File: config.mk
export PLATFORM = sky130hd
export DESIGN_NAME = rf_writeback
export DESIGN_NICKNAME = d
export VERILOG_FILES = /design/src/rtl/rv_pkg.sv /design/src/rtl/rf_wb_fifo.sv /design/src/rtl/rf_writeback.sv
export SDC_FILE = /design/constraint.sdc
export NUM_CORES = 1
export LEC_CHECK = 0
export CORE_MARGIN = 2
export CORE_UTILIZATION = 40
export CTS_BUF_LIST = sky130_fd_sc_hd__clkbuf_16
export DETAILED_ROUTE_END_ITERATION = 8
export PLACE_DENSITY_LB_ADDON = 0.12
export SETUP_SLACK_MARGIN = 0.4
export SYNTH_ARGS = -nofsm -noshare
export SYNTH_HDL_FRONTEND = slang
export SYNTH_HIERARCHICAL = 1
export SYNTH_SLANG_ARGS = --single-unit
File: constraint.sdc
create_clock -name Clk -period 6.2 [get_ports Clk]
set_input_delay 0.62 -clock Clk [delete_from_list [all_inputs] [get_ports Clk]]
set_output_delay 0.62 -clock Clk [all_outputs]
set_load 0.01 [all_outputs]
File: src/rtl/rv_pkg.sv
// rv_pkg: shared widths and the write-back entry type
package rv_pkg;
    localparam int DATA_W     = 32;
    localparam int REG_ADDR_W = 5;
    typedef struct packed {
        logic [REG_ADDR_W-1:0] rd;
        logic [DATA_W-1:0]     data;
    } wb_entry_t;
endpackage

File: src/rtl/rf_wb_fifo.sv
// rf_wb_fifo: synchronous FIFO of write-back entries buffering load returns
import rv_pkg::*;
module rf_wb_fifo #(
    parameter int FifoDepth = 4
) (
    input  logic                       Clk,
    input  logic                       reset,
    input  logic                       push,
    input  logic                       pop,
    input  wb_entry_t                  din,
    output wb_entry_t                  head,
    output logic                       full,
    output logic                       empty,
    output logic [$clog2(FifoDepth):0] count
);
    localparam int PW = $clog2(FifoDepth);
    localparam int CW = PW + 1;
    wb_entry_t mem [FifoDepth];
    logic [PW-1:0] wr_ptr, rd_ptr;
    logic do_push, do_pop;
    assign full    = count == CW'(FifoDepth);
    assign empty   = count == '0;
    assign do_push = push && !full;
    assign do_pop  = pop && !empty;
    assign head    = mem[rd_ptr];
    always_ff @(posedge Clk)
        if (do_push) mem[wr_ptr] <= din;
    // Power-of-two depth: pointers wrap by natural overflow
    always_ff @(posedge Clk)
        if (reset) begin
            wr_ptr <= '0;
            rd_ptr <= '0;
            count  <= '0;
        end else begin
            wr_ptr <= wr_ptr + PW'(do_push);
            rd_ptr <= rd_ptr + PW'(do_pop);
            count  <= count + CW'(do_push) - CW'(do_pop);
        end
endmodule

File: src/rtl/rf_writeback.sv
// rf_writeback: ALU/load write-back arbiter with load pending scoreboard
// Define RFWB_FWD_EN for write-port forwarding and early pending clear.
import rv_pkg::*;
module rf_writeback #(
    parameter int dataWidth    = 32,
    parameter int numReg       = 32,
    parameter int AddressWidth = $clog2(numReg),
    parameter int FifoDepth    = 4
) (
    input  logic                    Clk,
    input  logic                    reset,
    input  logic                    alu_valid,
    input  logic [AddressWidth-1:0] alu_rd,
    input  logic [dataWidth-1:0]    alu_data,
    input  logic                    mem_valid,
    output logic                    mem_ready,
    input  logic [AddressWidth-1:0] mem_rd,
    input  logic [dataWidth-1:0]    mem_data,
    input  logic                    iss_valid,
    input  logic [AddressWidth-1:0] iss_rd,
    input  logic [AddressWidth-1:0] RegA,
    input  logic [AddressWidth-1:0] RegB,
    output logic                    busyA,
    output logic                    busyB,
    output logic                    RFwrite,
    output logic [AddressWidth-1:0] RegW,
    output logic [dataWidth-1:0]    dataW
`ifdef RFWB_FWD_EN
    ,
    output logic                    fwdA_valid,
    output logic [dataWidth-1:0]    fwdA_data,
    output logic                    fwdB_valid,
    output logic [dataWidth-1:0]    fwdB_data
`endif
);
    localparam int CW = $clog2(FifoDepth) + 1;
    wb_entry_t din, head;
    logic full, empty, push, pop;
    logic [CW-1:0] count;
    logic [numReg-1:0] pending, set_mask, clr_mask;
    // Ready depends only on the registered count, never on this cycle's pop
    assign mem_ready = !reset && count < CW'(FifoDepth);
    assign push      = mem_valid && mem_ready;
    assign pop       = !alu_valid && !empty;
    assign din       = '{rd: mem_rd, data: mem_data};
    rf_wb_fifo #(.FifoDepth(FifoDepth)) u_fifo (
        .Clk   (Clk),
        .reset (reset),
        .push  (push),
        .pop   (pop),
        .din   (din),
        .head  (head),
        .full  (full),
        .empty (empty),
        .count (count)
    );
    always_ff @(posedge Clk)
        if (reset) begin
            RFwrite <= 1'b0;
            RegW    <= '0;
            dataW   <= '0;
        end else if (alu_valid) begin
            RFwrite <= alu_rd != '0;
            RegW    <= alu_rd;
            dataW   <= alu_data;
        end else if (pop) begin
            RFwrite <= head.rd != '0;
            RegW    <= head.rd;
            dataW   <= head.data;
        end else begin
            RFwrite <= 1'b0;
        end
    assign set_mask = (iss_valid && iss_rd != '0) ? numReg'(1) << iss_rd : '0;
`ifdef RFWB_FWD_EN
    // Forwarding covers the write cycle, so the bit can drop at the pop edge
    assign clr_mask   = pop ? numReg'(1) << head.rd : '0;
    assign fwdA_valid = RFwrite && RegW == RegA && RegA != '0;
    assign fwdB_valid = RFwrite && RegW == RegB && RegB != '0;
    assign fwdA_data  = dataW;
    assign fwdB_data  = dataW;
    assert property (@(posedge Clk) disable iff (reset)
        iss_valid && iss_rd != '0 |-> !pending[iss_rd]);
`else
    logic wb_load;
    always_ff @(posedge Clk)
        wb_load <= !reset && pop;
    assign clr_mask = (RFwrite && wb_load) ? numReg'(1) << RegW : '0;
`endif
    always_ff @(posedge Clk)
        pending <= reset ? '0 : (pending & ~clr_mask) | set_mask;
    assign busyA = pending[RegA];
    assign busyB = pending[RegB];
    assert property (@(posedge Clk) disable iff (reset) !(push && full));
endmodule

## Word level (Yosys, flattened, before mapping)

Memory sizes are Yosys's and may differ from the RTL's. A register that Yosys moved wholly into a read port is not among the register bits.
Index checks and enable logic that the tools add are counted.

| storage, ports and cells | value |
|---|---|
| register bits after elaboration | 78 |
| latch bits | 0 |
| memory bits (writable) | 148 |
| bits in read-only memories | 0 |
| word-level logic and storage cells | 54 |
| memories kept | 1 |

| operators by class | value |
|---|---|
| add/subtract/negate cells | 4 |
| multiply operators | 0 |
| divide/modulo/power cells | 0 |
| $lt $le $gt $ge | 3 |
| eq/ne operators | 1 |
| shift operators | 2 |
| multiplexer cells | 15 |
| bitwise operators | 3 |
| reduce and logical (&&, ||, !) cells | 17 |

Memory list:

| name | depth | bits a word | read ports | clocked after memory_dff | wr ports | RTL line | RTL |
|---|---|---|---|---|---|---|---|
| u_fifo.mem | 4 | 37 | 1 | 1 | 1 | rf_wb_fifo.sv:18 | `wb_entry_t mem [FifoDepth];` |

Operator list:

| kind | count |
|---|---|
| 32-bit two-way mux | 4 |
| 1-bit by 5-bit left shift with 32-bit output, first input constant | 2 |
| 32-bit AND | 1 |
| 32-bit NOT | 1 |
| 32-bit bitwise OR | 1 |
| 5-bit nonzero test | 3 |
| 5-bit by 6-bit less-than comparator with 1-bit output, second input constant | 2 |
| 1-bit binary-select mux with 5-bit select | 2 |
| 5-bit two-way mux | 2 |
| 1-bit logical AND | 8 |
| 1-bit two-way mux | 6 |
| 2-bit by 1-bit adder with 2-bit output | 2 |
| 1-bit zero test | 4 |
| 3-bit by 1-bit adder with 3-bit output | 1 |
| 3-bit == test, second input constant | 1 |
| 3-bit zero test | 1 |
| 3-bit less-than comparator, second input constant | 1 |
| 3-bit by 1-bit subtractor with 3-bit output | 1 |
| 2-bit two-way mux | 1 |
| 2-bit nonzero test | 1 |

## Logic depth before layout (Yosys ltp)

Gate-level depths: netlist (run 1).

| depth | value |
|---|---|
| depth after elaboration | 6 |
| gate-level depth with buffers | 11 |
| gate-level depth less buffers | 10 |

## By module

Netlist (run 1), hierarchy kept.

By module, submodules not included:

| module | times used | cells each | area each (µm²) | sequential area each (µm²) |
|---|---|---|---|---|
| rf_wb_fifo | 1 | 228 | 5,693.0 | 4,584.4 |
| rf_writeback | 1 | 466 | 3,692.3 | 1,421.4 |

## Worst setup path after synthesis (run 1)

No wires, ideal clock.

| path | value |
|---|---|
| path type | in2reg |
| from | in reset |
| to | mem u_fifo/mem[1][0] (netlist bit) (enable) |
| arrival | 4,038 ps |
| required time | 5,715 ps |
| slack | 1,677 ps |
| stages on the path | 5 |
| path buffers | 1 |
| path through | clkbuf_1 > nor2_1 > and2_1 > nand2b_2 > nor3b_1 |

| between the ends | value |
|---|---|
| longest elaborated chain between the ends | 6 |

Ends and longest elaborated chain:

| element | RTL line | RTL |
|---|---|---|
| start, declared | rf_writeback.sv:11 | `input logic reset,` |
| 1-bit zero test | rf_writeback.sv:42 | `assign mem_ready = !reset && count < CW'(FifoDepth);` |
| 1-bit logical AND | rf_writeback.sv:42 |  |
| via mem_ready | rf_writeback.sv:16 | `output logic mem_ready,` |
| 1-bit logical AND | rf_writeback.sv:43 | `assign push = mem_valid && mem_ready;` |
| via push | rf_writeback.sv:38 | `logic full, empty, push, pop;` |
| 1-bit logical AND | rf_wb_fifo.sv:23 | `assign do_push = push && !full;` |
| 1-bit two-way mux | rf_wb_fifo.sv:27 | `if (do_push) mem[wr_ptr] <= din;` |
| 1-bit two-way mux (not written as such) | rf_wb_fifo.sv:27 |  |
| end, declared | rf_wb_fifo.sv:18 |  |

The timed path passes the listed nets, and every way through them passes these cells.

## Final worst setup path (run 1)

| path | value |
|---|---|
| from | in RegB[1] |
| to | out busyB |

| between the ends | value |
|---|---|
| longest elaborated chain between the ends | 2 |

Ends and longest elaborated chain:

| element | RTL line | RTL |
|---|---|---|
| start, declared | rf_writeback.sv:22 | `input logic [AddressWidth-1:0] RegB,` |
| 1-bit binary-select mux with 5-bit select | rf_writeback.sv:92 | `assign busyB = pending[RegB];` |
| 1-bit two-way mux (not written as such) | rf_writeback.sv:92 |  |
| end, declared | rf_writeback.sv:24 | `output logic busyB,` |

Every way passes these cells. The select of a mux whose other input is x is not followed.

==> run_results.csv, run 1 <==
group,metric,value,unit
grt,grt_antenna_before_repair,1,
placement,pre_cts_ws,2470,ps
grt,grt_max_degree,80,
critical_path,crit_chain,"clkdlybuf4s50_1, mux2i_1, a22oi_1, nand4b_1, a21oi_1, a311o_1, clkdlybuf4s50_1",
floorplanning,core_area,23300,um2
timing,final.period_utilization,60.1,%
logic_synthesis,syn-num-nets,791,
floorplanning,die_y,157,um
grt,grt.busiest_layer,"met2",
critical_path,crit_family,"buffers and inverters",
placement,hpwl,14000,um
cts,h-tree-depth,1,
logic_synthesis,synth_cell_type_count,41,
cts,clkSinkCount,226,
logic_synthesis,netlist_area,9390,um2
cts,numCtsBuffers,25,
final_layout,nets,921,
floorplanning,die_area,24700,um2
floorplanning,std_cell_rows,56,
timing,worst_pin_slew,1050,ps
timing,fmax,268,MHz
final_layout,drive_above_1_share,10.4,%
grt,grt_pass1_vias,6018,
grt,met1_usage,23.7,%
timing,clock_skew,20.9,ps
timing,holdWs,505,ps
logic_synthesis,yosysSeqAreaShare,64.0,%
timing,setup_tns,0,ps
logic_synthesis,ys_seq_elements,226,
final_layout,antenna_cells,0,
cts,cts.root.buffer_cell,"clkbuf_16",
critical_path,crit_required,5580,ps
critical_path,rr_endpoint,"u_fifo/count[2]",
cts,cts_resized,0,
cts,tritoncts,"done",
detailed_routing,avgRoutedWirePerCell,18.4,um
timing,finalSetupViolCount,0,
detailed_routing,dr.pass1.iters,6,
timing,rsz0062_at_grt,"false",
logic_synthesis,synth_top_area_share,47.4,%
critical_path,critPathCaptureType,"output port",
critical_path,startpoint,"RegB[1]",
cts,insertion_delay,520,ps
critical_path,rr_worst_depth,10,
logic_synthesis,syn_area_per_cell,13.5,um2
grt,grt_pass1_wl,33200,um
critical_path,crit_path_top_delay_cell,"clkdlybuf4s50_1",
floorplanning,die_w,157,um
critical_path,crit_fanout,16,
grt,grtUsageMet3,3.22,%
critical_path,crit_cells,7,
grt,gr-usage-met2,29.0,%
timing,fin_ws,2470,ps
cts,hold_buffers,0,
logic_synthesis,synth_top_cell_by_area,"edfxtp_1",
logic_synthesis,async_reset_ff_share,0,%
detailed_routing,routed_via_density,5.17,
timing,slew_headroom,29.9,%
power,cellLeakagePower,4.10,nW
detailed_routing,wirelength,21400,um
logic_synthesis,synth_common_cells,"edfxtp_1, nor2_1, dfxtp_1",
critical_path,critPathKind,"in -> out",
timing,fin_crit,3730,ps
timing,slew_violations,0,
run,drv_cap,0,
status,status,"finished, final reports clean",
cts,post_cts_buffers,0,
power,power.density,344,nW/um2
critical_path,crit_path_frequent_cell,"clkdlybuf4s50_1",
cts,cts_buffer_depth,3,
detailed_routing,ant_nets,0,
floorplanning,start_util,40.3,%
critical_path,reg2reg_slack,3540,ps
power,ir_drop,0.000218,V
final_layout,syn2layout_area_growth,24.9,%
critical_path,timing.rr.start,"u_fifo/count[1]",
critical_path,cp-start-kind,"input pin",
detailed_routing,routed-via-count,6003,
grt,overflow,0,
timing,final_hold_viol_count,0,
logic_synthesis,synthFlopType,"edfxtp_1",
detailed_routing,initialDrtViolationCount,288,
detailed_routing,drc,0,
final_layout,fill_cells,2051,
critical_path,endpoint,"busyB",
logic_synthesis,yosysWarningCount,6,
placement,gp_congestion,0.846,
placement,port_buffers,134,
critical_path,critPathBufInv,2,
final_layout,final_util,50.4,%
grt,grt_use_total,17.4,%
critical_path,cp.arrival,3110,ps
floorplanning,pin_count,135,
critical_path,slowest_delay,1070,ps
worst_hold_path,min_path_type,"reg -> reg",
cts,cts.clk_slew.worst_paths,60,ps
logic_synthesis,synth_edf_count,148,
logic_synthesis,synthCells,694,
logic_synthesis,yosysMostFrequentCell,"edfxtp_1",
logic_synthesis,ys_top_cells_by_area,"edfxtp_1, dfxtp_1, mux4_2",
metrics by stage:
step | power (W) | instance area [um2] | cells
global placement | 0.00271 | 11000 | 1116
detailed placement | 0.00273 | 11000 | 1116
finish | 0.00403 | 11700 | 1162
CTS | 0.00409 | 11700 | 1162
floorplan | 0.00244 | 9390 | 694
global route | 0.00424 | 11700 | 1162
layer usage:
layer  wire length, um  up-vias
li1                  -     2860
met1              9650     2962
met2             10300      148
met5                13        -
met3              1070       31
met4               355        2
logic make-up (layout without fill, tap and decap cells):
family          Yosys count  in the layout  share of synthesized area, %
flops                   226            226                          64.0
simple gates            191            191                          9.21
compound gates          121            121                          6.99
mux                     106            106                          16.2
buf+inv                  41            190                          2.53
xor+xnor                  6              6                         0.560
fa+ha+maj                 3              3                         0.480
cells in the final DEF, fill, tap and decap left out, drive strengths merged, types with 3 or more instances in the layout:
master	Yosys	routed
and3	3	3
nor3b	8	8
nand3b	3	3
dfxtp	78	78
o21ai	31	31
nand4b	3	3
nor2b	6	6
mux2i	69	69
inv	2	12
clkbuf	20	25
nand2b	4	4
nor3	6	6
a21oi	75	75
mux4	37	37
nand2	50	50
buf	19	10
clkinv	0	10
clkdlybuf4s50	0	132
and2	3	3
a22oi	8	8
xnor2	4	4
nand3	5	5
nor2	92	92
edfxtp	148	148
registers in the layout, indices dropped and copies added, names as in the netlist:
register and flops:
u_fifo/mem 148, dataW 32, pending 32, RegW 5, u_fifo/count 3, u_fifo/rd_ptr 2
u_fifo/wr_ptr 2, RFwrite 1, wb_load 1
worst min path at each step:
| stage | from | end | slack, ps | cells past startpoint |
|---|---|---|---|---|
| global placement | pending[0] | pending[0] | 500 | 1 |
| detailed placement | pending[24] | pending[24] | 500 | 2 |
| finish | pending[24] | pending[24] | 510 | 2 |
| floorplan | pending[13] | pending[13] | 470 | 2 |
| CTS | pending[24] | pending[24] | 500 | 2 |
| global route | pending[0] | pending[0] | 530 | 1 |
power by group:
group          switching (W)  total (W)  internal, W  leakage, nW
Combinational       0.000431   0.000893     0.000463         1.72
Sequential         0.0000822    0.00179      0.00171         1.98
Clock               0.000573    0.00135     0.000775        0.400
area by class of cell:
cell class	count	area, um2	share of cell area [%]
tap	319	399	3.40
clock buffer	25	626	5.34
clock inverter	21	129	1.10
sequential	226	6010	51.2
multi-input combinational	427	3160	27.0
timing repair buffer	142	1390	11.9
inverter	2	7.51	0.0640
worst register-to-register path: stages, from the launching register on:
cell	delay, ps
dfxtp_1	380
nor3_2	190
buf_4	570
nor2_1	150
o31ai_2	140
xnor2_1	110
ha_1	200
fa_1	380
xnor2_1	190
xnor2_1	140
nor2_1	50
Power figures use the tool's default switching activity.
==> run 2, diff against run 1 <==
==> constraint.sdc (replaced) <==
create_clock -name Clk -period 3.1 [get_ports Clk]
set_input_delay 0.31 -clock Clk [delete_from_list [all_inputs] [get_ports Clk]]
set_output_delay 0.31 -clock Clk [all_outputs]
set_load 0.01 [all_outputs]
==> run_results.csv, run 2 (synthesis results as in run 1) <==
group,metric,value,unit
status,status,"finished, final reports clean",
timing,fmax,382,MHz
placement,numPlacedInstances,1120,
cts,numCtsBuffers,25,
timing,finalSetupViolCount,0,
cts,clkSinkCount,226,
final_layout,seq_area,6010,um2
final_layout,largest_reg_flops,148,
detailed_routing,initialDrtViolationCount,319,
worst_hold_path,hold_path_depth,5,
final_layout,multi_input_area,3180,um2
timing,fin_ws,480,ps
power,ir_drop,0.000376,V
detailed_routing,avgRoutedWirePerCell,18.5,um
placement,port_buffers,134,
grt,grt_use_total,17.7,%
final_layout,drive_above_1_share,11.3,%
floorplanning,start_util,40.3,%
critical_path,timing.rr.start,"u_fifo/count[2]",
final_layout,layout.cells.non_filler,1166,
placement,gp_congestion,0.805,
final_layout,fill_cells,2040,
floorplanning,die_area,24700,um2
grt,gr-usage-met2,30.3,%
detailed_routing,routed-via-count,6010,
critical_path,crit_fanout,16,
final_layout,nets,925,
cts,hold_buffers,0,
grt,grt_pass1_wl,33900,um
cts,cts_buffer_depth,3,
floorplanning,pin_count,135,
critical_path,crit_required,2790,ps
critical_path,critPathCaptureType,"output port",
timing,rsz0062_at_grt,"true",
worst_hold_path,hold_end,"u_fifo/rd_ptr[0]",
cts,post_cts_buffers,0,
timing,fin_crit,2620,ps
critical_path,slowest_delay,490,ps
cts,insertion_delay,520,ps
timing,final.period_utilization,84.5,%
cts,h-tree-depth,1,
timing,slew_violations,0,
critical_path,crit_path_frequent_cell,"clkdlybuf4s50_1",
critical_path,critPathKind,"in -> out",
power,cellLeakagePower,4.13,nW
grt,grt_max_degree,79,
detailed_routing,wirelength,21500,um
power,power.density,684,nW/um2
floorplanning,std_cell_rows,56,
detailed_routing,drc,0,
worst_hold_path,min_path_type,"in -> reg",
final_layout,syn2layout_area_growth,26.3,%
grt,overflow,0,
grt,grt.busiest_layer,"met2",
critical_path,reg2reg_slack,870,ps
floorplanning,die_w,157,um
worst_hold_path,min_from,"alu_valid",
detailed_routing,routed_via_density,5.15,
floorplanning,core_area,23300,um2
timing,clock_skew,8.80,ps
placement,place_area,11100,um2
critical_path,crit_path_top_delay_cell,"clkdlybuf4s50_1",
critical_path,critPathBufInv,3,
grt,grt_pass1_vias,6203,
floorplanning,die_y,157,um
grt,grtUsageMet3,3.69,%
cts,tritoncts,"done",
cts,cts.clk_slew.worst_paths,50,ps
critical_path,cp.arrival,2310,ps
final_layout,postLayoutCellArea,11900,um2
final_layout,final_common_cell,"edfxtp_1",
timing,slew_headroom,43.2,%
final_layout,reg_top3,"u_fifo/mem (148), dataW (32), pending (32)",
timing,setup_tns,0,ps
timing,worst_pin_slew,853,ps
detailed_routing,dr.pass1.iters,5,
grt,met1_usage,23.0,%
final_layout,final_cell_mix,"edfxtp_1, clkdlybuf4s50_1, nor2_1",
cts,cts.root.buffer_cell,"clkbuf_16",
placement,pre_cts_ws,401,ps
critical_path,cp-start-kind,"input pin",
timing,final_hold_viol_count,0,
critical_path,crit_chain,"clkdlybuf4s50_1, buf_8, mux2i_1, a22oi_1, nand4b_1, a21oi_1, a311o_1, clkdlybuf4s50_1",
detailed_routing,ant_nets,0,
grt,grt_antenna_before_repair,1,
power,power.total,0.00810,W
final_layout,regMostFlops,"u_fifo/mem",
critical_path,rr_worst_depth,9,
placement,hpwl,14400,um
critical_path,crit_family,"buffers and inverters",
run,drv_cap,0,
critical_path,rr_endpoint,"u_fifo/count[2]",
final_layout,antenna_cells,0,
## run 2: cell count changes in the layout (fill, tap and decap cells not counted), moves of 2 or more
cell / before / now
clkinv_1: 8 / 10
buf_4: 8 / 6
nor3b_2: 3 / 1
nor3b_4: 0 / 2
buf_12: 0 / 5
clkinvlp_4: 0 / 2
inv_1: 9 / 3
clkinv_2: 2 / 5
## run 2: tightest hold or removal path: cells and delay by family
family	cells	cell delay [ps]
and+or+nand+nor	2	160
xor gates and xnor gates	1	70
AOI/OAI and AO/OA	1	100
buffers and inverters	1	130
## run 2: metrics by stage
| step | utilization (%) | hold slack (ps) |
|---|---|---|
| floorplan | - | 382 |
| global placement | 47.6 | 507 |
| detailed placement | 47.6 | 498 |
| CTS | 50.9 | 285 |
| global route | 50.9 | 324 |
| finish | 50.9 | 293 |
## run 2: worst max path at each step
| stage | startpoint | end | slack [ps] | cells past startpoint |
|---|---|---|---|---|
| finish | RegB[1] | busyB | 480 | 8 |
| global route | RegB[1] | busyB | 360 | 8 |
| CTS | RegB[1] | busyB | 410 | 8 |
| detailed placement | RegA[1] | busyA | 400 | 8 |
| global placement | RegA[1] | busyA | 480 | 8 |
| floorplan | reset | u_fifo/mem[1][0] | 640 | 5 |
## run 2: report_power, final
| part | leakage [nW] | switching [W] | internal [W] |
|---|---|---|---|
| logic | 1.77 | 0.000893 | 0.000947 |
| clock network | 0.378 | 0.00115 | 0.00155 |
| registers | 1.98 | 0.000136 | 0.00342 |
## run 2: final cells by class
type,instances,area share (%)
Sequential cell,226,50.7
Multi-Input combinational cell,427,26.8
Tap cell,319,3.37
Timing Repair Buffer,146,12.6
Clock buffer,25,5.28
Inverter,2,0.0633
Clock inverter,21,1.14
## run 2: repair_timing
action | CTS | global route
setup endpoints to repair | 1 | 2
hold endpoints to repair | 0 | 0
resized for setup | 1 | 5
pin swaps | 0 | 0
## run 2: layer usage
layer | routed length, um | part of all wire, % | up-vias
li1 | - | - | 2866
met1 | 9410 | 44 | 2961
met2 | 10600 | 49 | 158
met3 | 1160 | 5.4 | 25
met4 | 390 | 1.8 | 0
met5 | 0 | 0 | -
==> run 3, diff against run 2 <==
==> constraint.sdc (replaced) <==
create_clock -name Clk -period 2.5 [get_ports Clk]
set_input_delay 0.25 -clock Clk [delete_from_list [all_inputs] [get_ports Clk]]
set_output_delay 0.25 -clock Clk [all_outputs]
set_load 0.01 [all_outputs]
==> run_results.csv, run 3 (synthesis results as in run 1) <==
group,metric,value,unit
critical_path,crit_family,"buffers and inverters",
floorplanning,die_y,157,um
final_layout,syn2layout_area_growth,28.7,%
final_layout,largest_reg_flops,148,
final_layout,postLayoutCellArea,12100,um2
critical_path,crit_required,2250,ps
power,ir_drop,0.000529,V
detailed_routing,dr.pass1.iters,5,
critical_path,crit_chain,"clkdlybuf4s50_1, and2_1, a22oi_1, nand4b_1, a21oi_2, a311o_1, clkbuf_2",
cts,cts.clk_slew.worst_paths,60,ps
placement,place_area,11200,um2
detailed_routing,routed_via_density,5.08,
worst_hold_path,hold_path_depth,5,
worst_hold_path,min_from,"alu_valid",
cts,cts_buffer_depth,3,
grt,grt_antenna_before_repair,1,
timing,final.period_utilization,82.1,%
timing,rsz0062_at_grt,"false",
grt,overflow,0,
power,power.density,840,nW/um2
timing,worst_pin_slew,845,ps
floorplanning,start_util,40.3,%
detailed_routing,initialDrtViolationCount,347,
final_layout,final_common_cell,"edfxtp_1",
final_layout,antenna_cells,0,
cts,numCtsBuffers,25,
detailed_routing,routed-via-count,6012,
grt,grt_pass1_wl,34200,um
floorplanning,die_area,24700,um2
timing,slew_violations,0,
detailed_routing,ant_nets,0,
timing,holdWs,211,ps
timing,final_hold_viol_count,0,
critical_path,crit_cells,7,
floorplanning,pin_count,135,
final_layout,seq_area,6020,um2
critical_path,timing.rr.start,"u_fifo/count[1]",
floorplanning,std_cell_rows,56,
final_layout,regMostFlops,"u_fifo/mem",
detailed_routing,avgRoutedWirePerCell,18.8,um
grt,grt_pass1_vias,6272,
critical_path,critPathBufInv,2,
final_layout,drive_above_1_share,14.4,%
power,cellLeakagePower,4.28,nW
detailed_routing,wirelength,22300,um
final_layout,final_cell_mix,"edfxtp_1, clkdlybuf4s50_1, nor2_1",
timing,fmax,487,MHz
final_layout,nets,942,
final_layout,multi_input_area,3220,um2
final_layout,reg_top3,"u_fifo/mem (148), dataW (32), pending (32)",
floorplanning,core_area,23300,um2
critical_path,rr_endpoint,"u_fifo/count[2]",
critical_path,rr_worst_depth,9,
critical_path,cp.arrival,1800,ps
critical_path,crit_fanout,4,
critical_path,cp-start-kind,"input pin",
critical_path,slowest_delay,550,ps
cts,insertion_delay,520,ps
critical_path,crit_path_top_delay_cell,"clkdlybuf4s50_1",
placement,gp_congestion,0.829,
placement,hpwl,15000,um
timing,finalSetupViolCount,0,
worst_hold_path,hold_end,"u_fifo/rd_ptr[1]",
status,status,"finished, final reports clean",
detailed_routing,drc,0,
grt,grt_max_degree,79,
final_layout,fill_cells,2014,
critical_path,critPathKind,"in -> out",
floorplanning,die_w,157,um
timing,slew_headroom,43.7,%
critical_path,reg2reg_slack,490,ps
cts,tritoncts,"done",
timing,fin_crit,2050,ps
worst_hold_path,min_path_type,"in -> reg",
critical_path,critPathCaptureType,"output port",
grt,grt_use_total,18.0,%
run,drv_cap,0,
timing,clock_skew,19.5,ps
cts,cts.root.buffer_cell,"clkbuf_16",
placement,port_buffers,134,
cts,h-tree-depth,1,
cts,clkSinkCount,226,
cts,hold_buffers,0,
power,power.total,0.0101,W
-- run 3: cell types whose count changed in the layout (fill, tap and decap cells not counted), moves of 3 or more --
cell / before / now
buf_4: 6 / 18
inv_1: 3 / 10
clkinv_1: 10 / 5
buf_12: 5 / 8
clkdlybuf4s50_1: 131 / 128
dfxtp_1: 76 / 73
dfxtp_4: 0 / 3
-- run 3: worst max path at each step --
| stage | from | to | slack, ps |
|---|---|---|---|
| floorplan | reset | u_fifo/mem[1][0] | 330 |
| global placement | RegB[1] | busyB | 40 |
| detailed placement | RegB[1] | busyB | -20 |
| CTS | pending[19] | busyB | 370 |
| global route | u_fifo/count[1] | u_fifo/count[2] | 380 |
| finish | RegB[0] | busyB | 450 |
-- run 3: worst min-delay path: cells and delay by family --
kind / cells / cell delay, ps
buf+inv: 1 / 130
simple gates: 2 / 150
xor+xnor: 1 / 70
compound gates: 1 / 90
-- run 3: per-layer routing --
metal | part of all wire, % | track usage, % | vias up
li1 | - | - | 2895
met1 | 44 | 23.6 | 2934
met2 | 49 | 30.8 | 148
met3 | 5.3 | 3.63 | 33
met4 | 1.9 | 4.59 | 2
met5 | 0.058 | 0 | -
-- run 3: cell type report --
| class | count | area share (%) |
|---|---|---|
| Inverter | 2 | 0.0622 |
| Timing Repair Buffer | 163 | 14.0 |
| Tap cell | 319 | 3.31 |
| Multi-Input combinational cell | 427 | 26.6 |
| Clock buffer | 25 | 5.18 |
| Clock inverter | 21 | 0.984 |
| Sequential cell | 226 | 49.8 |
-- run 3: timing repair --
| item | 4_1_cts | 5_1_grt |
|---|---|---|
| buffers inserted | 4 | 1 |
| hold endpoints to repair | 0 | 0 |
| resized for setup | 9 | 9 |
| endpoints found under the setup margin | 13 | 5 |
| cloned | 2 | 0 |
-- run 3: metrics by stage --
stage          setup slack, ps  cells  utilization [%]  TNS, ps
6_report                   448   1183             51.9        0
5_1_grt                    384   1183             51.9        0
4_1_cts                    366   1182             51.8        0
3_5_place_dp             -23.2   1130             48.2    -23.2
3_3_place_gp              37.6   1130             48.2        0
2_1_floorplan              332    694                -        0
-- run 3: power breakdown --
group          internal (W)  switching, W
sequential          0.00425      0.000219
clock               0.00191       0.00142
combinational       0.00125       0.00110
==> RTL change 1, RTL diff (config.mk and constraints of run 2) <==
Make the reset (`reset`) asynchronous in 2 clocked blocks.
--- a/src/rtl/rf_wb_fifo.sv
+++ b/src/rtl/rf_wb_fifo.sv
@@ -28,3 +28,3 @@
     // Power-of-two depth: pointers wrap by natural overflow
-    always_ff @(posedge Clk)
+    always_ff @(posedge Clk or posedge reset)
         if (reset) begin
--- a/src/rtl/rf_writeback.sv
+++ b/src/rtl/rf_writeback.sv
@@ -56,3 +56,3 @@
     );
-    always_ff @(posedge Clk)
+    always_ff @(posedge Clk or posedge reset)
         if (reset) begin
Check against the original RTL: differs if reset is asserted again (counterexample within 4 cycles, from zero or initial values and one cycle with reset high); with reset held inactive, the same outputs for 4 cycles.
==> RTL change 1 against run 2 <==
Setup slack got worse by 0.013 ns. Wire length rose by 1.3%. Critical path type unchanged. Synthesized area rose by 1.2%. Sequential cell count did not move. Count of clock-buffer cells in the layout did not move. Non-clock buffer count rose by 6. Power rose by 10%. Register-to-register slack got worse by 0.06 ns. Cell area rose by 1.1%.
==> RTL change 1: results (changes against run 2) <==
Regs by FF count: u_fifo/mem x148, dataW x32, pending x32
Post-DP HPWL: 15.0 mm (+4.0%)
Fraction of layout cells with a size suffix above 1: 13.2% (+1.8 points)
Routability congestion estimate: 0.868 (+7.8%)
HP Class: input port to register
Count of cell types in the netlist: 54 (+32%)
Detailed Route Iter0 Violations: 237 (-26%)
Inverter count: 3 (+1)
GRT Total Usage: 17.7% (about the same)
Metal-1 WL: 9.29 mm (-1.3%)
Metal2 WL: 10.8 mm (+2.4%)
Initial antenna violation count: 3 (+2)
Pleak: 4.15 nW (+0.48%)
Grt met3 use: 3.86% (+0.17 points)
Sw Share: 28.3% (+1.4 points)
FILL cells: 2062 (+1.1%)
Multi-input gate area: 3080 um2 (-3.3%)
Asr flop ratio synth: 19.9% (+20 points)
DR DRC count: 0 (unchanged)
Mux contribution to synthesized area: 16.1% (-0.091 points)
Reg2Reg Setup Slack: 0.81 ns (-0.06 ns)
Grt met2 use: 30.3% (-0.070 points)
Layout Skew: 0.0111 ns (+0.00226 ns)
Vias in the first global route: 6152 (-0.82%)
Post-DR vias/cell: 5.17 (+0.27%)
Delay-heaviest family, CP: buffers and inverters
Buffers, non-clock: 152 (+4.1%)
XOR/XNOR Fraction of Synth Area: 0.461% (-0.099 points)
Clock-cell share of area: 6.28% (-0.14 points)
Non-clock buffer share of cell area: 12.6% (-0.052 points)
Drt wl/cell: 19.2 um (+4.2%)
Wire length of the first global-routing pass: 33.9 mm (+0.12%)
Initial DRT Pass Iterations: 4 (-1)
Pin count of the biggest net entering global routing: 78 (-1.3%)
Ant diodes: 2 (+2)
FF+latch area: 6230 um2 (+3.7%)
Multi-input logic cell count: 386 (-9.6%)
Hold slack: 0.182 ns (-0.110 ns)
Outcome: finished clean
Clock network power share: 30.0% (-3.4 points)
Area after DPL: 11200 um2 (+1.3%)
Synth Area in Adders: 0.474% (-0.0058 points)
Top post-synthesis cells by area: edfxtp_1 47%, dfrtp_1 12%, mux4_2 8.8%, mux2i_1 7.4%, dfxtp_1 7.0%
Top sig layer: met4
Least-Margin Pin Slew: 0.789 ns (-0.0637 ns)
Final nets: 891 (-3.7%)
Max IR drop VDD: 0.000411 V (+9.3%)
Share of power burned in registers: 43.9% (about the same)
Synthesized Nets: 747 (-5.6%)
Sequential area share after synthesis: 65.6% (+1.6 points)
Max Root-Sink Buffers: 3 (unchanged)
Compound-Gate Fraction of Synth Area: 7.11% (+0.13 points)
Post-CTS resize count: 0 (-1)
Top cells by count, synth: 148 x edfxtp_1, 86 x nand2_1, 70 x mux2i_1, 65 x o21ai_0, 45 x dfrtp_1
Met1 Use GR: 23.0% (about the same)
Critical-path maximum fanout: 16 (unchanged)
Routed met3 length: 1.33 mm (+15%)
[RTL change 1: final timing paths]
check / from / depth (start not counted) / endpoint
worst max register to register: u_fifo/count[2] / 7 / u_fifo/count[2]
worst max-delay path: RegA[1] / 8 / busyA
worst min-delay path: alu_valid / 4 / u_fifo/rd_ptr[0]
min in group asynchronous: reset / 3 / u_fifo/count[2]
worst min register to register: pending[13] / 2 / pending[13]
max in group asynchronous: reset / 4 / RegW[0]
[RTL change 1: metrics by stage]
step | util (%) | total power [mW] | worst slack, ns | TNS, ns | cells
2_1_floorplan | - | 5.42 | -0.366 | -13.56 | 650
3_3_place_gp | 47.9 | 6.31 | 0.474 | 0 | 1086
3_5_place_dp | 47.9 | 6.36 | 0.429 | 0 | 1086
4_1_cts | 51.1 | 9.07 | 0.407 | 0 | 1132
5_1_grt | 51.2 | 9.42 | 0.411 | 0 | 1132
6_report | 51.2 | 8.94 | 0.467 | 0 | 1134
==> RTL change 2, RTL diff (flow settings as in run 2) <==
Made on the original files. Add a define of `RFWB_FWD_EN`.
--- a/src/rtl/rf_writeback.sv
+++ b/src/rtl/rf_writeback.sv
@@ -2,2 +2,4 @@
 // Define RFWB_FWD_EN for write-port forwarding and early pending clear.
+`define RFWB_FWD_EN
+
 import rv_pkg::*;
Check against the original RTL (old outputs only; new: fwdA_data, fwdA_valid, fwdB_data and fwdB_valid): not equivalent (a bounded check fails within 4 cycles, from zero or initial values and one cycle with reset high).
==> RTL change 2 against run 2 <==
Register-to-register slack worse by 0.28 ns. Clock power grew 7%. Wire length grew 11%. Die area up 6.7%. Critical path type unchanged. Cell area grew 8.2%. First-iteration DRC count grew 35%. Power is 8.1% higher. Sequential cell count fell by 1. Count of clock-buffer cells in the layout is 2 higher. Largest cell class unchanged. Setup slack improved by 0.0085 ns. Synthesized area increased by 6.8%.
==> RTL change 2: results (changes against run 2) <==
Top post-synthesis cells by area: edfxtp_1 44%, dfxtp_1 15%, mux4_2 8.3%, mux2i_1 6.8%, buf_4 5.1%
Port buffer count: 200 (+49%)
Cts bufs inserted: 26 (+4.0%)
Switching power: 2.42 mW (+11%)
Hold EP: u_fifo/rd_ptr[1]
Fraction of layout cells with a size suffix above 1: 12.4% (+1.1 points)
Post-CTS resize count: 2 (+1)
Outcome: finished clean
Mux contribution to synthesized area: 15.1% (-1.1 points)
Worst r2r src: u_fifo/rd_ptr[0]
Met1 Use GR: 23.8% (+0.80 points)
Sequential area share after synthesis: 59.7% (-4.3 points)
Syn avg cell area: 12.9 um2 (-4.6%)
Initial antenna violation count: 2 (+1)
Placed instance count: 1214 (+8.4%)
Routed met3 length: 1.58 mm (+36%)
Grt met3 use: 3.75% (+0.064 points)
Critical-path maximum fanout: 13 (-3)
Synthesized Nets: 874 (+10%)
Via count: 6560 (+9.2%)
Wire length of the first global-routing pass: 36.7 mm (+8.3%)
Metal-1 WL: 10.4 mm (+11%)
Pre-CTS setup slack: 0.399 ns (-0.00216 ns)
Worst reg-to-reg path cell count: 5 (-4)
Max incr delay on CP: 0.52 ns (+0.03 ns)
Metal2 WL: 11.5 mm (+8.5%)
Pin count of the biggest net entering global routing: 78 (-1.3%)
Pint: 6.34 mW (+7.0%)
Post-Layout Cell Count: 1274 (+9.3%)
Final WL: 23.9 mm (+11%)
Max_slew headroom: 41.0% (-2.1 points)
Compound-Gate Fraction of Synth Area: 6.69% (-0.30 points)
RR Endpoint: pending[9]
Sequential cell power: 3.60 mW (+1%)
-- RTL change 2: final cells by class --
cell class / instances / area, um2
repair buffers: 224 / 2220
clock buffers: 27 / 676
flip-flops and latches: 225 / 6000
well taps: 324 / 405
diodes: 2 / 5.00
fillers: 2126 / 11600
multi-input cells: 448 / 3360
inverters: 3 / 11.3
clock inverters: 21 / 146
-- RTL change 2: worst max path at each step --
stage / slack, ns / depth (start not counted) / from / to
after floorplan: 0.65 / 5 / reset / u_fifo/mem[1][0]
after global placement: 0.42 / 8 / RegA[1] / busyA
after detailed placement: 0.40 / 8 / RegA[1] / busyA
after CTS: 0.43 / 8 / RegB[1] / busyB
after global routing: 0.39 / 6 / RegW[1] / fwdA_valid
final: 0.49 / 8 / RegA[1] / busyA
-- RTL change 2: cells by family (layout without fill, tap and decap cells) --
logic type | after synthesis | in the layout
compound gates | 123 | 123
flops | 225 | 225
mux | 105 | 105
other cells | 0 | 2
buf+inv | 104 | 275
fa+ha+maj | 3 | 3
xor+xnor | 14 | 14
simple gates | 203 | 203
